File: src/rtl/lc3_ctrl_pkg.sv
// Shared opcodes, controller state encoding and memory-phase codes for the LC3 pipeline controller.
package lc3_ctrl_pkg;

    localparam logic [3:0] OP_BR  = 4'd0;
    localparam logic [3:0] OP_ADD = 4'd1;
    localparam logic [3:0] OP_LD  = 4'd2;
    localparam logic [3:0] OP_ST  = 4'd3;
    localparam logic [3:0] OP_AND = 4'd5;
    localparam logic [3:0] OP_LDR = 4'd6;
    localparam logic [3:0] OP_STR = 4'd7;
    localparam logic [3:0] OP_NOT = 4'd9;
    localparam logic [3:0] OP_LDI = 4'd10;
    localparam logic [3:0] OP_STI = 4'd11;
    localparam logic [3:0] OP_JMP = 4'd12;

    typedef enum logic [1:0] {FILL, RUN, MEM, FLUSH} ctrl_state_e;

    typedef enum logic [1:0] {
        MEM_READ  = 2'd0,
        MEM_IND   = 2'd1,
        MEM_WRITE = 2'd2,
        MEM_IDLE  = 2'd3
    } mem_state_e;

    function automatic logic is_alu_op(input logic [3:0] op);
        return (op == OP_ADD) || (op == OP_AND) || (op == OP_NOT);
    endfunction

endpackage

File: src/rtl/lc3_ctrl_hazard.sv
// ALU-to-ALU forwarding compare between the decode and execute instructions.
module lc3_ctrl_hazard
    import lc3_ctrl_pkg::*;
(
    input  logic        run_i,
    input  logic [15:0] ir_i,
    input  logic [15:0] ir_exec_i,
    output logic        bypass_1_o,
    output logic        bypass_2_o
);

    logic exec_alu;
    logic dec_alu;
    logic dec_reg_form;
    logic unused_ir;

    assign exec_alu     = is_alu_op(ir_exec_i[15:12]);
    assign dec_alu      = is_alu_op(ir_i[15:12]);
    // Only register-form ADD/AND read a second source register.
    assign dec_reg_form = ((ir_i[15:12] == OP_ADD) || (ir_i[15:12] == OP_AND)) && !ir_i[5];
    assign unused_ir    = ^{ir_i[4:3], ir_exec_i[8:0]};

    assign bypass_1_o = run_i && exec_alu && dec_alu && (ir_exec_i[11:9] == ir_i[8:6]);
    assign bypass_2_o = run_i && exec_alu && dec_reg_form && (ir_exec_i[11:9] == ir_i[2:0]);

endmodule

File: src/rtl/lc3_pipe_controller.sv
// LC3 pipeline controller: stage enables, memory phases, branch redirect/flush.
// Optional ALU forwarding compare enabled by defining LC3_CTRL_BYPASS_EN.
//
// state | meaning
// FILL  | pipeline ramp-up after reset, one more stage enabled per cycle
// RUN   | all stages enabled, execute-stage opcode decoded each cycle
// MEM   | data-memory phases in progress, all stages held
// FLUSH | bubbles after a taken branch, only PC/fetch enabled
module lc3_pipe_controller
    import lc3_ctrl_pkg::*;
#(
    parameter int FLUSH_CYCLES = 2
) (
    input  logic        clock,
    input  logic        reset,
    input  logic        complete_instr,
    input  logic        complete_data,
    input  logic [15:0] IR,
    input  logic [15:0] IR_exec,
    input  logic [2:0]  psr,
    output logic        enable_updatePC,
    output logic        enable_fetch,
    output logic        enable_decode,
    output logic        enable_execute,
    output logic        enable_writeback,
    output logic        br_taken,
    output logic [1:0]  mem_state,
    output logic        bypass_alu_1,
    output logic        bypass_alu_2
);

    ctrl_state_e state_q, state_d;
    mem_state_e  mem_state_q, mem_state_d;
    mem_state_e  mem_next_q, mem_next_d;
    logic [1:0]  fill_cnt_q, fill_cnt_d;
    logic [1:0]  flush_cnt_q, flush_cnt_d;
    logic        suppress_q, suppress_d;

    logic [3:0]  opcode;
    logic        is_mem_op;
    logic        is_branch;
    logic        decide_en;
    logic        br_taken_c;
    logic [4:0]  en_base;
    logic [4:0]  en_out;

    assign opcode    = IR_exec[15:12];
    assign is_mem_op = (opcode == OP_LD)  || (opcode == OP_LDR) || (opcode == OP_LDI) ||
                       (opcode == OP_ST)  || (opcode == OP_STR) || (opcode == OP_STI);
    assign is_branch = ((opcode == OP_BR) && ((IR_exec[11:9] & psr) != 3'b000)) ||
                       (opcode == OP_JMP);
    // The first RUN cycle after MEM/FLUSH still sees the instruction already handled.
    assign decide_en = complete_instr &&
                       (((state_q == RUN) && !suppress_q) ||
                        ((state_q == FILL) && (fill_cnt_q == 2'd3)));

    always_comb begin
        state_d     = state_q;
        mem_state_d = mem_state_q;
        mem_next_d  = mem_next_q;
        fill_cnt_d  = fill_cnt_q;
        flush_cnt_d = flush_cnt_q;
        suppress_d  = suppress_q;
        en_base     = 5'b00000;
        br_taken_c  = 1'b0;

        case (state_q)
            FILL: begin
                en_base = {2'b11, fill_cnt_q != 2'd0, fill_cnt_q >= 2'd2, fill_cnt_q == 2'd3};
                if (complete_instr) begin
                    if (fill_cnt_q == 2'd3) state_d    = RUN;
                    else                    fill_cnt_d = fill_cnt_q + 2'd1;
                end
            end
            RUN: begin
                en_base = 5'b11111;
                if (complete_instr) suppress_d = 1'b0;
            end
            MEM: begin
                if (complete_data) begin
                    mem_state_d = mem_next_q;
                    mem_next_d  = MEM_IDLE;
                    if (mem_next_q == MEM_IDLE) begin
                        state_d    = RUN;
                        suppress_d = 1'b1;
                    end
                end
            end
            FLUSH: begin
                en_base = 5'b11000;
                if (complete_instr) begin
                    if (flush_cnt_q == 2'd0) begin
                        state_d    = RUN;
                        suppress_d = 1'b1;
                    end else begin
                        flush_cnt_d = flush_cnt_q - 2'd1;
                    end
                end
            end
            default: state_d = FILL;
        endcase

        if (decide_en) begin
            if (is_mem_op) begin
                state_d = MEM;
                case (opcode)
                    OP_LDI: begin mem_state_d = MEM_IND;   mem_next_d = MEM_READ;  end
                    OP_STI: begin mem_state_d = MEM_IND;   mem_next_d = MEM_WRITE; end
                    OP_ST,
                    OP_STR: begin mem_state_d = MEM_WRITE; mem_next_d = MEM_IDLE;  end
                    default: begin mem_state_d = MEM_READ; mem_next_d = MEM_IDLE;  end
                endcase
            end else if (is_branch) begin
                state_d     = FLUSH;
                flush_cnt_d = 2'(FLUSH_CYCLES - 1);
                br_taken_c  = 1'b1;
            end
        end
    end

    always_ff @(posedge clock or negedge reset) begin
        if (!reset) begin
            state_q     <= FILL;
            mem_state_q <= MEM_IDLE;
            mem_next_q  <= MEM_IDLE;
            fill_cnt_q  <= 2'd0;
            flush_cnt_q <= 2'd0;
            suppress_q  <= 1'b0;
        end else begin
            state_q     <= state_d;
            mem_state_q <= mem_state_d;
            mem_next_q  <= mem_next_d;
            fill_cnt_q  <= fill_cnt_d;
            flush_cnt_q <= flush_cnt_d;
            suppress_q  <= suppress_d;
        end
    end

    // Reset holding low masks the FILL cnt-0 enables as well.
    assign en_out = en_base & {5{complete_instr & reset}};
    assign {enable_updatePC, enable_fetch, enable_decode, enable_execute, enable_writeback} = en_out;
    assign br_taken  = br_taken_c & reset;
    assign mem_state = mem_state_q;

`ifdef LC3_CTRL_BYPASS_EN
    lc3_ctrl_hazard u_hazard (
        .run_i      ((state_q == RUN) && reset),
        .ir_i       (IR),
        .ir_exec_i  (IR_exec),
        .bypass_1_o (bypass_alu_1),
        .bypass_2_o (bypass_alu_2)
    );
    logic unused_top;
    assign unused_top = 1'b0;
`else
    logic unused_top;
    assign unused_top   = ^{IR, IR_exec[8:0]};
    assign bypass_alu_1 = 1'b0;
    assign bypass_alu_2 = 1'b0;
`endif

endmodule

File: config.mk
export PLATFORM = sky130hd
export DESIGN_NAME = lc3_pipe_controller
export DESIGN_NICKNAME = d
export VERILOG_FILES = /design/src/rtl/lc3_ctrl_pkg.sv /design/src/rtl/lc3_ctrl_hazard.sv /design/src/rtl/lc3_pipe_controller.sv
export SDC_FILE = /design/constraint.sdc
export NUM_CORES = 1
export LEC_CHECK = 0
export BUFFER_PORTS_ARGS = -buffer_cell sky130_fd_sc_hd__buf_2
export CAP_MARGIN = 20
export CORE_MARGIN = 1.5
export CORE_UTILIZATION = 43
export DETAILED_ROUTE_END_ITERATION = 8
export GPL_TIMING_DRIVEN = 1
export PLACE_DENSITY = 0.83
export SYNTH_ARGS = -nofsm -noshare
export SYNTH_HDL_FRONTEND = slang
export SYNTH_SLANG_ARGS = --single-unit
File: constraint.sdc
create_clock -name clock -period 2.8 [get_ports clock]
set_clock_uncertainty 0.1 [all_clocks]
set_input_delay 0.14 -clock clock [delete_from_list [all_inputs] [get_ports clock]]
set_output_delay 0.14 -clock clock [all_outputs]
set_load 0.02 [all_outputs]
==> results of run 1 <==
[layer usage]
metal,share of wire,vias up,GRT usage
li1,-,310,-
met1,0.40,296,0.172
met2,0.52,24,0.300
met3,0.073,0,0.0500
met4,0,0,0.0667
met5,0,-,0
[metrics by stage]
step / utilization / instance area (um^2)
2_1_floorplan: - / 722
3_3_place_gp: 0.530 / 817
3_5_place_dp: 0.530 / 817
4_1_cts: 0.560 / 863
5_1_grt: 0.560 / 863
6_report: 0.560 / 863
[cells in the final DEF (no fill, tap or decap), types with 2 or more instances in the layout]
cell	instances
sky130_fd_sc_hd__buf_2	21
sky130_fd_sc_hd__nor2_1	10
sky130_fd_sc_hd__a21oi_1	7
sky130_fd_sc_hd__dfrtp_1	7
sky130_fd_sc_hd__inv_1	5
sky130_fd_sc_hd__nand2_1	5
sky130_fd_sc_hd__dfstp_2	4
sky130_fd_sc_hd__ha_1	3
sky130_fd_sc_hd__clkbuf_4	3
sky130_fd_sc_hd__nand3_1	2
sky130_fd_sc_hd__nor3b_1	2
sky130_fd_sc_hd__a211o_1	2
sky130_fd_sc_hd__and2_1	2
sky130_fd_sc_hd__o21ai_0	2
sky130_fd_sc_hd__conb_1	2
sky130_fd_sc_hd__dlygate4sd3_1	2
[cells by family after synthesis]
kind of cell,Yosys count,share of synthesized area
mux,2,0.0296
flops,11,0.390
compound gates,21,0.233
simple gates,28,0.209
fa+ha+maj,3,0.0523
buf+inv,9,0.0679
other cells,1,0.00522
xor+xnor,1,0.0122
[tightest hold or removal path, cell delays in order]
cell and delay (ps):
sky130_fd_sc_hd__buf_2 120, sky130_fd_sc_hd__inv_1 70, sky130_fd_sc_hd__a31oi_1 70
[flip-flops by register name (all words and copies together), names as in the netlist]
| register | cells |
|---|---|
| fill_cnt_q | 2 |
| flush_cnt_q | 2 |
| mem_next_q | 2 |
| mem_state | 2 |
| state_q | 2 |
| suppress_q | 1 |
[power by group through the flow]
| stage | logic, mW | registers, mW | clock network (mW) |
|---|---|---|---|
| floorplan | 0.194 | 0.289 | 0 |
| global placement | 0.240 | 0.293 | 0 |
| global route | 0.274 | 0.304 | 0.121 |
| detailed placement | 0.250 | 0.298 | 0 |
| finish | 0.251 | 0.297 | 0.105 |
| CTS | 0.253 | 0.295 | 0.109 |
[what timing repair did]
action | CTS | global route
gates resized for setup | 0 | 0
hold buffers | 2 | 0
hold endpoints to repair | 12 | 0
[final timing paths]
path | end | slack (ps) | cells past startpoint
max in group asynchronous | mem_state[0]$_DFF_PN1_ | 2100 | 2
max | br_taken | 660 | 7
min reg2reg | flush_cnt_q[1]$_DFF_PN0_ | 440 | 2
min in group asynchronous | state_q[1]$_DFF_PN0_ | 200 | 2
max reg2reg | state_q[1]$_DFF_PN0_ | 1120 | 5
min | mem_next_q[1]$_DFF_PN1_ | 20 | 3
[cell type report]
type / count / area share
multi-input cells: 57 / 0.455
flip-flops and latches: 11 / 0.325
repair buffers: 23 / 0.145
clock buffers: 4 / 0.0304
well taps: 16 / 0.0232
inverters: 5 / 0.0217
==> flow_summary.yaml, run 1 <==
power_and_ir_drop:
  p_int_mw: 0.400
  vdd.ir_drop.worst_v: 0.000444
  power_density_nw_per_um2: 757
  switchingPower_mw: 0.253
  switching_share: 0.388
  p_leak_nw: 0.432
  power.share.combinational: 0.384
  power.total_mw: 0.654
  seq_power_share: 0.455
  clockPowerShare: 0.161
synthesis:
  synth-edff-count: 0
  synth_top_cell_by_area: "sky130_fd_sc_hd__dfrtp_1"
  yosysWarnings: 0
  synthCells: 76
  synthArstFlopShare: 1.00
  dominantRegCellSynth: "sky130_fd_sc_hd__dfrtp_1"
  synth_most_common_cell: "sky130_fd_sc_hd__nor2_1"
  distinct_cell_type_count_of_the_synthesized_netlist: 34
  post_synth_most_frequent_cells: "sky130_fd_sc_hd__nor2_1, sky130_fd_sc_hd__a21oi_1, sky130_fd_sc_hd__dfrtp_1"
  seq_area_frac_synth: 0.390
  syn_area_per_cell_um2: 9.45
  synth_area_um2: 718
  ys_ff_latch: 11
  synth_largest_type_area_fraction: 0.244
  synth_area_leaders: "sky130_fd_sc_hd__dfrtp_1, sky130_fd_sc_hd__dfstp_2, sky130_fd_sc_hd__ha_1"
route:
  first_iter_violations: 6
  drcViolationCount: 0
  drt_wl_total_mm: 1.42
  via_count: 630
  avgViaCountPerCell: 5.43
  antenna_violating_nets_left: 0
  detail_route.wl_per_cell_um: 12.2
  first_pass_iters: 4
place:
  dpl.cell_count: 110
  dp.final_hpwl_mm: 1.10
  gp_congestion: 0.838
  port_buffers: 21
  dp_slack_ps: 1040
critical_path:
  cp-end-kind: "primary output"
  cp_cell_sequence: "dlygate4sd3_1 > buf_2 > nor2_1 > a31oi_2 > a2111oi_4 > and2_1 > buf_2"
  crit_path_start_kind: "primary input"
  crit_start: "IR_exec[15]"
  worstPathMaxFanout: 6
  cp_top_family: "buffers and inverters"
  cpPeakStageDelay_ps: 540
  critical_path_required_ps: 2560
  critPathBufInv: 3
  cp_common_cell: "sky130_fd_sc_hd__buf_2"
  arrival_ps: 1900
  r2r-start: "fill_cnt_q[1]$_DFFE_PN0P_"
  crit_type: "primary input to primary output"
  timing.critical_path.slowest_stage_cell: "sky130_fd_sc_hd__dlygate4sd3_1"
clock_tree:
  cts.sink_count: 11
  htree_num_levels: 1
  cts_tree: "built"
  cts_made_buffers: 3
  clock-root-buffer: "sky130_fd_sc_hd__clkbuf_4"
  clock_slew_at_the_register_clock_pins_of_the_worst_setup_and_hold_paths_ps: 70
  clock_latency_on_the_worst_skew_pair_ps: 270
  ctsLongestPathBuffers: 2
  post_cts_buffers: 0
finish:
  syn2layout_area_growth_pct: 20.2
  antenna-diode-count: 0
  filler_cell_count: 138
  final_layout_size_suffix_gt1_frac: 0.340
  ff_latch_area_um2: 280
  num-nets-final: 143
  multi_input_comb_area_um2: 393
  final-instance-count-excl-fill: 116
sta:
  slew_viol_final: 0
  max_clock_freq_mhz: 468
  setup-violations-final: 0
  setup_total_negative_slack_ps: 0
  hold_slack_ps: 22.4
  final_min_period_over_clock_period: 0.763
  grt_setup_unrepaired: "false"
  final-hold-violation-count: 0
  final.min_clock_period_ps: 2140
  layout_setup_ws_ps: 664
die:
  die_area_um2: 1920
  die_y_extent_um: 43.9
  core.rowCount: 14
  initial_utilization: 0.466
  fp.dieW_um: 43.9
  core_region_area_um2: 1540
  ioPinCount: 49
global_routing:
  pin_count_of_the_biggest_net_entering_global_routing: 15
  overflow: 0
  total_track_usage: 0.164
  vias_in_the_first_global_route: 589
  grt_pass1_wl_mm: 2.33
  antenna_violations_before_repair: 0
outcome:
  outcome: "completed"
min_path:
  hold_start: "IR_exec[12]"
  min_path_type: "primary input to register"
job:
  max_cap_violations: 0
Power figures use the tool's default switching activity.
==> run 2, diff against run 1 <==
- CORE_UTILIZATION: 43 -> 40
- PLACE_DENSITY: 0.83 -> 0.78
- clock period: 2.8 -> 2.2 ns (I/O delays scaled with it)
==> run 2 against run 1 <==
Wire length up 7.5%. Utilization is 3.9 points lower. Hold slack lost 14 ps. Via count shrank 1.1%. Critical path depth is the same. Global-route usage grew 0.31 points. Sequential power up 28%. First-iteration DRC count increased by 100%. Register-to-register slack worse by 640 ps. Combinational power up 28%.
==> flow_summary.yaml, run 2 (synthesis gave the netlist of run 1 again) <==
outcome:
  outcome: "completed"
global_routing:
  grt_pass1_wl_mm: 2.40
  pin_count_of_the_biggest_net_entering_global_routing: 15
  total_track_usage: 0.167
  antenna_violations_before_repair: 0
  overflow: 0
  vias_in_the_first_global_route: 584
route:
  drt_wl_total_mm: 1.53
  first_iter_violations: 12
  detail_route.wl_per_cell_um: 12.0
  avgViaCountPerCell: 4.91
  via_count: 623
  antenna_violating_nets_left: 0
  first_pass_iters: 4
  drcViolationCount: 0
power_and_ir_drop:
  seq_power_share: 0.453
  switchingPower_mw: 0.325
  p_leak_nw: 0.443
  power.total_mw: 0.837
  clockPowerShare: 0.163
  power.share.combinational: 0.384
  p_int_mw: 0.512
  switching_share: 0.388
  vdd.ir_drop.worst_v: 0.000442
  power_density_nw_per_um2: 940
critical_path:
  worstRegToRegCells: 5
  critPathBufInv: 3
  cp_common_cell: "sky130_fd_sc_hd__buf_2"
  worstSetupEndpoint: "br_taken"
  timing.critical_path.depth: 7
  critical_path_required_ps: 1990
  worstPathMaxFanout: 6
  timing.critical_path.slowest_stage_cell: "sky130_fd_sc_hd__dlygate4sd3_1"
  crit_path_start_kind: "primary input"
  cp_cell_sequence: "dlygate4sd3_1 > buf_2 > nor2_1 > nand2_1 > a2111oi_4 > and2_1 > buf_2"
  cpPeakStageDelay_ps: 530
  rrSetupSlack_ps: 480
  r2r-start: "fill_cnt_q[1]$_DFFE_PN0P_"
  worstReg2RegEnd: "state_q[1]$_DFF_PN0_"
  arrival_ps: 1810
  crit_start: "IR_exec[15]"
  cp-end-kind: "primary output"
  cp_top_family: "buffers and inverters"
  crit_type: "primary input to primary output"
place:
  dpl.cell_count: 119
  placed_cell_area_um2: 828
  gp_congestion: 0.736
  dp_slack_ps: 430
  port_buffers: 21
  dp.final_hpwl_mm: 1.18
job:
  max_cap_violations: 0
min_path:
  min_path_type: "primary input to register"
  holdPathStages: 3
clock_tree:
  clock_slew_at_the_register_clock_pins_of_the_worst_setup_and_hold_paths_ps: 70
  ctsLongestPathBuffers: 2
  clock-root-buffer: "sky130_fd_sc_hd__clkbuf_4"
  clock_latency_on_the_worst_skew_pair_ps: 270
  cts_made_buffers: 3
  htree_num_levels: 1
  cts_tree: "built"
  cts.sink_count: 11
  ctsResizeCount: 0
die:
  fp.dieW_um: 45.4
  core.rowCount: 15
  die_area_um2: 2060
  initial_utilization: 0.421
  ioPinCount: 49
  core_region_area_um2: 1710
  die_y_extent_um: 45.4
sta:
  max_clock_freq_mhz: 496
  slew_viol_final: 0
  final_min_period_over_clock_period: 0.917
  setup-violations-final: 0
  final-hold-violation-count: 0
  layout_setup_ws_ps: 183
  hold_slack_ps: 8.77
  grt_setup_unrepaired: "false"
  setup_total_negative_slack_ps: 0
  final.min_clock_period_ps: 2020
finish:
  final_layout_size_suffix_gt1_frac: 0.353
  mostFrequentLayoutCell: "sky130_fd_sc_hd__buf_2"
  num-nets-final: 145
  antenna-diode-count: 0
  most-common-layout-cells: "sky130_fd_sc_hd__buf_2, sky130_fd_sc_hd__nor2_1, sky130_fd_sc_hd__a21oi_1, sky130_fd_sc_hd__dfrtp_1"
  syn2layout_area_growth_pct: 23.9
  final_area_um2: 890
  fin_util: 0.521
  final-instance-count-excl-fill: 127
==> run 2: worst min-delay path by stage <==
stage,endpoint,startpoint
global route,mem_next_q[1]$_DFF_PN1_,IR_exec[12]
finish,mem_next_q[1]$_DFF_PN1_,IR_exec[12]
CTS,mem_next_q[1]$_DFF_PN1_,IR_exec[12]
global placement,flush_cnt_q[1]$_DFF_PN0_,reset
detailed placement,flush_cnt_q[0]$_DFF_PN0_,reset
floorplan,fill_cnt_q[0]$_DFFE_PN0P_,reset
==> run 2: worst reg2reg max path, delay by kind of cell (launching register included) <==
kind            cells  cell delay [ps]
compound gates      2              570
fa+ha+maj           1              230
flops               1              420
simple gates        2              300
==> run 2: repair_timing <==
item                                   in CTS  in global routing
endpoints found under the hold margin      14                  0
buffers inserted                            0                  2
hold buffers                                2                  0
setup endpoints to repair                   0                  1
==> run 2: power groups by stage <==
stage,Clock (mW),Combinational [mW],Sequential (mW)
4_1_cts,0.142,0.320,0.378
3_3_place_gp,0,0.305,0.375
2_1_floorplan,0,0.247,0.368
3_5_place_dp,0,0.314,0.382
6_report,0.136,0.321,0.379
5_1_grt,0.154,0.355,0.388
==> run 2: area by class of cell <==
class | count | area (um^2)
clock buffer | 4 | 26.3
fill | 171 | 818
inverter | 5 | 18.8
multi-input combinational | 57 | 393
sequential | 11 | 280
tap | 25 | 31.3
timing repair buffer | 25 | 140
==> run 2: layer usage <==
layer,GRT usage,part of all wire
met1,0.207,0.48
met2,0.263,0.45
met3,0.0476,0.047
met4,0.0882,0.020
met5,0,0
==> run 3, diff against run 2 <==
- CORE_UTILIZATION: 40 -> 37
- PLACE_DENSITY: 0.78 -> 0.73
==> run 3 against run 2 <==
Highest routed layer unchanged. Via count shrank 2.6%. Critical path depth is the same. Fmax shrank 1.5%. First-iteration DRC count shrank 67%. Total power shrank 0.54%. Sequential power shrank 1%. Final area shrank 1.7%. Global-route usage shrank 0.74 points. Largest cell class unchanged. Flip-flop and latch count is the same. Hold slack lost 3.7 ps. Largest power group unchanged. Register-to-register slack gained 30 ps. Wire length shrank 3.1%.
==> flow_summary.yaml, run 3 (synthesis gave the netlist of run 1 again) <==
sta:
  final-hold-violation-count: 0
  setup_total_negative_slack_ps: 0
  slew_viol_final: 0
  grt_setup_unrepaired: "false"
  final.min_clock_period_ps: 2050
  layout_setup_ws_ps: 153
  max_clock_freq_mhz: 489
  hold_slack_ps: 5.09
  final_min_period_over_clock_period: 0.930
  setup-violations-final: 0
route:
  first_pass_iters: 4
  via_count: 607
  drcViolationCount: 0
  avgViaCountPerCell: 4.86
  antenna_violating_nets_left: 0
  detail_route.wl_per_cell_um: 11.8
  first_iter_violations: 4
  drt_wl_total_mm: 1.48
die:
  core_region_area_um2: 1780
  fp.dieW_um: 47.1
  ioPinCount: 49
  core.rowCount: 15
  die_y_extent_um: 47.1
  initial_utilization: 0.403
  die_area_um2: 2210
place:
  dpl.cell_count: 119
  gp_congestion: 0.779
  placed_cell_area_um2: 828
  dp_slack_ps: 497
  port_buffers: 21
  dp.final_hpwl_mm: 1.11
finish:
  most-common-layout-cells: "sky130_fd_sc_hd__buf_2, sky130_fd_sc_hd__nor2_1, sky130_fd_sc_hd__a21oi_1, sky130_fd_sc_hd__dfrtp_1"
  final_area_um2: 875
  final-instance-count-excl-fill: 125
  antenna-diode-count: 0
  filler_cell_count: 161
  mostFrequentLayoutCell: "sky130_fd_sc_hd__buf_2"
  fin_util: 0.491
  num-nets-final: 143
  final_layout_size_suffix_gt1_frac: 0.340
  syn2layout_area_growth_pct: 21.8
clock_tree:
  ctsLongestPathBuffers: 2
  cts_tree: "built"
  htree_num_levels: 1
  cts_made_buffers: 3
  clock-root-buffer: "sky130_fd_sc_hd__clkbuf_4"
  post_cts_buffers: 0
  cts.sink_count: 11
  clock_slew_at_the_register_clock_pins_of_the_worst_setup_and_hold_paths_ps: 80
  clock_latency_on_the_worst_skew_pair_ps: 270
power_and_ir_drop:
  switchingPower_mw: 0.322
  power.total_mw: 0.832
  seq_power_share: 0.451
  p_int_mw: 0.509
  power_density_nw_per_um2: 951
  switching_share: 0.388
  power.share.combinational: 0.377
  clockPowerShare: 0.172
  p_leak_nw: 0.432
  vdd.ir_drop.worst_v: 0.000549
job:
  max_cap_violations: 0
critical_path:
  cpPeakStageDelay_ps: 550
  crit_type: "primary input to primary output"
  cp-end-kind: "primary output"
  critPathBufInv: 3
  r2r-start: "fill_cnt_q[1]$_DFFE_PN0P_"
  rrSetupSlack_ps: 510
  arrival_ps: 1840
  timing.critical_path.slowest_stage_cell: "sky130_fd_sc_hd__dlygate4sd3_1"
  cp_top_family: "buffers and inverters"
  worstReg2RegEnd: "state_q[1]$_DFF_PN0_"
  cp_common_cell: "sky130_fd_sc_hd__buf_2"
  crit_path_start_kind: "primary input"
  cp_cell_sequence: "dlygate4sd3_1 > buf_2 > nor2_1 > nand2_1 > a2111oi_4 > and2_1 > buf_2"
  critical_path_required_ps: 1990
  worstPathMaxFanout: 6
  worstRegToRegCells: 5
global_routing:
  vias_in_the_first_global_route: 576
  total_track_usage: 0.160
  grt_pass1_wl_mm: 2.37
  overflow: 0
  antenna_violations_before_repair: 0
  pin_count_of_the_biggest_net_entering_global_routing: 15
min_path:
  hold_start: "IR_exec[12]"
  min_path_type: "primary input to register"
  hold-path-endpoint: "mem_next_q[1]$_DFF_PN1_"
  holdPathStages: 3
outcome:
  outcome: "completed"
[run 3: changes by cell type in the layout (fill, tap and decap cells not counted)]
cell	before	now
sky130_fd_sc_hd__buf_4	2	0
[run 3: timing repair]
action                                  4_1_cts  5_1_grt
endpoints found under the hold margin        14        0
resized for setup                             0        0
hold buffers                                  2        0
endpoints found under the setup margin        0        1
[run 3: worst max path at each step]
stage                              start       end  cells after the start  slack, ps
4_1_cts                      IR_exec[15]  br_taken                      7        140
5_1_grt                      IR_exec[15]  br_taken                      7          6
3_3_place_gp   fill_cnt_q[1]$_DFFE_PN0P_  br_taken                      6        470
2_1_floorplan  fill_cnt_q[1]$_DFFE_PN0P_  br_taken                      5        630
3_5_place_dp   fill_cnt_q[1]$_DFFE_PN0P_  br_taken                      6        500
6_report                     IR_exec[15]  br_taken                      7        150
[run 3: layer usage]
layer / track usage / up-vias / part of all wire
met4: 0.0333 / 0 / 0.0068
li1: - / 312 / -
met2: 0.285 / 15 / 0.51
met3: 0.0808 / 2 / 0.053
met1: 0.169 / 278 / 0.43
met5: 0 / - / 0
[run 3: power by group through the flow]
stage               clock (mW)  sequential [mW]  combinational (mW)
floorplan                    0            0.368               0.247
global placement             0            0.372               0.307
detailed placement           0            0.381               0.313
CTS                      0.147            0.377               0.317
global route             0.160            0.389               0.352
finish                   0.143            0.375               0.314
[run 3: layout make-up]
cell class | count | area (um^2) | share of cell area
Multi-Input combinational cell | 57 | 393 | 0.449
Sequential cell | 11 | 280 | 0.320
Timing Repair Buffer | 23 | 125 | 0.143
Tap cell | 25 | 31.3 | 0.0358
Clock buffer | 4 | 26.3 | 0.0300
Inverter | 5 | 18.8 | 0.0215
[run 3: worst reg2reg max path, cell delays in order (launching register included)]
cell	delay, ps
sky130_fd_sc_hd__dfrtp_1	410
sky130_fd_sc_hd__ha_1	220
sky130_fd_sc_hd__nor2b_1	160
sky130_fd_sc_hd__o211ai_2	280
sky130_fd_sc_hd__nor2_1	150
sky130_fd_sc_hd__a211o_1	280
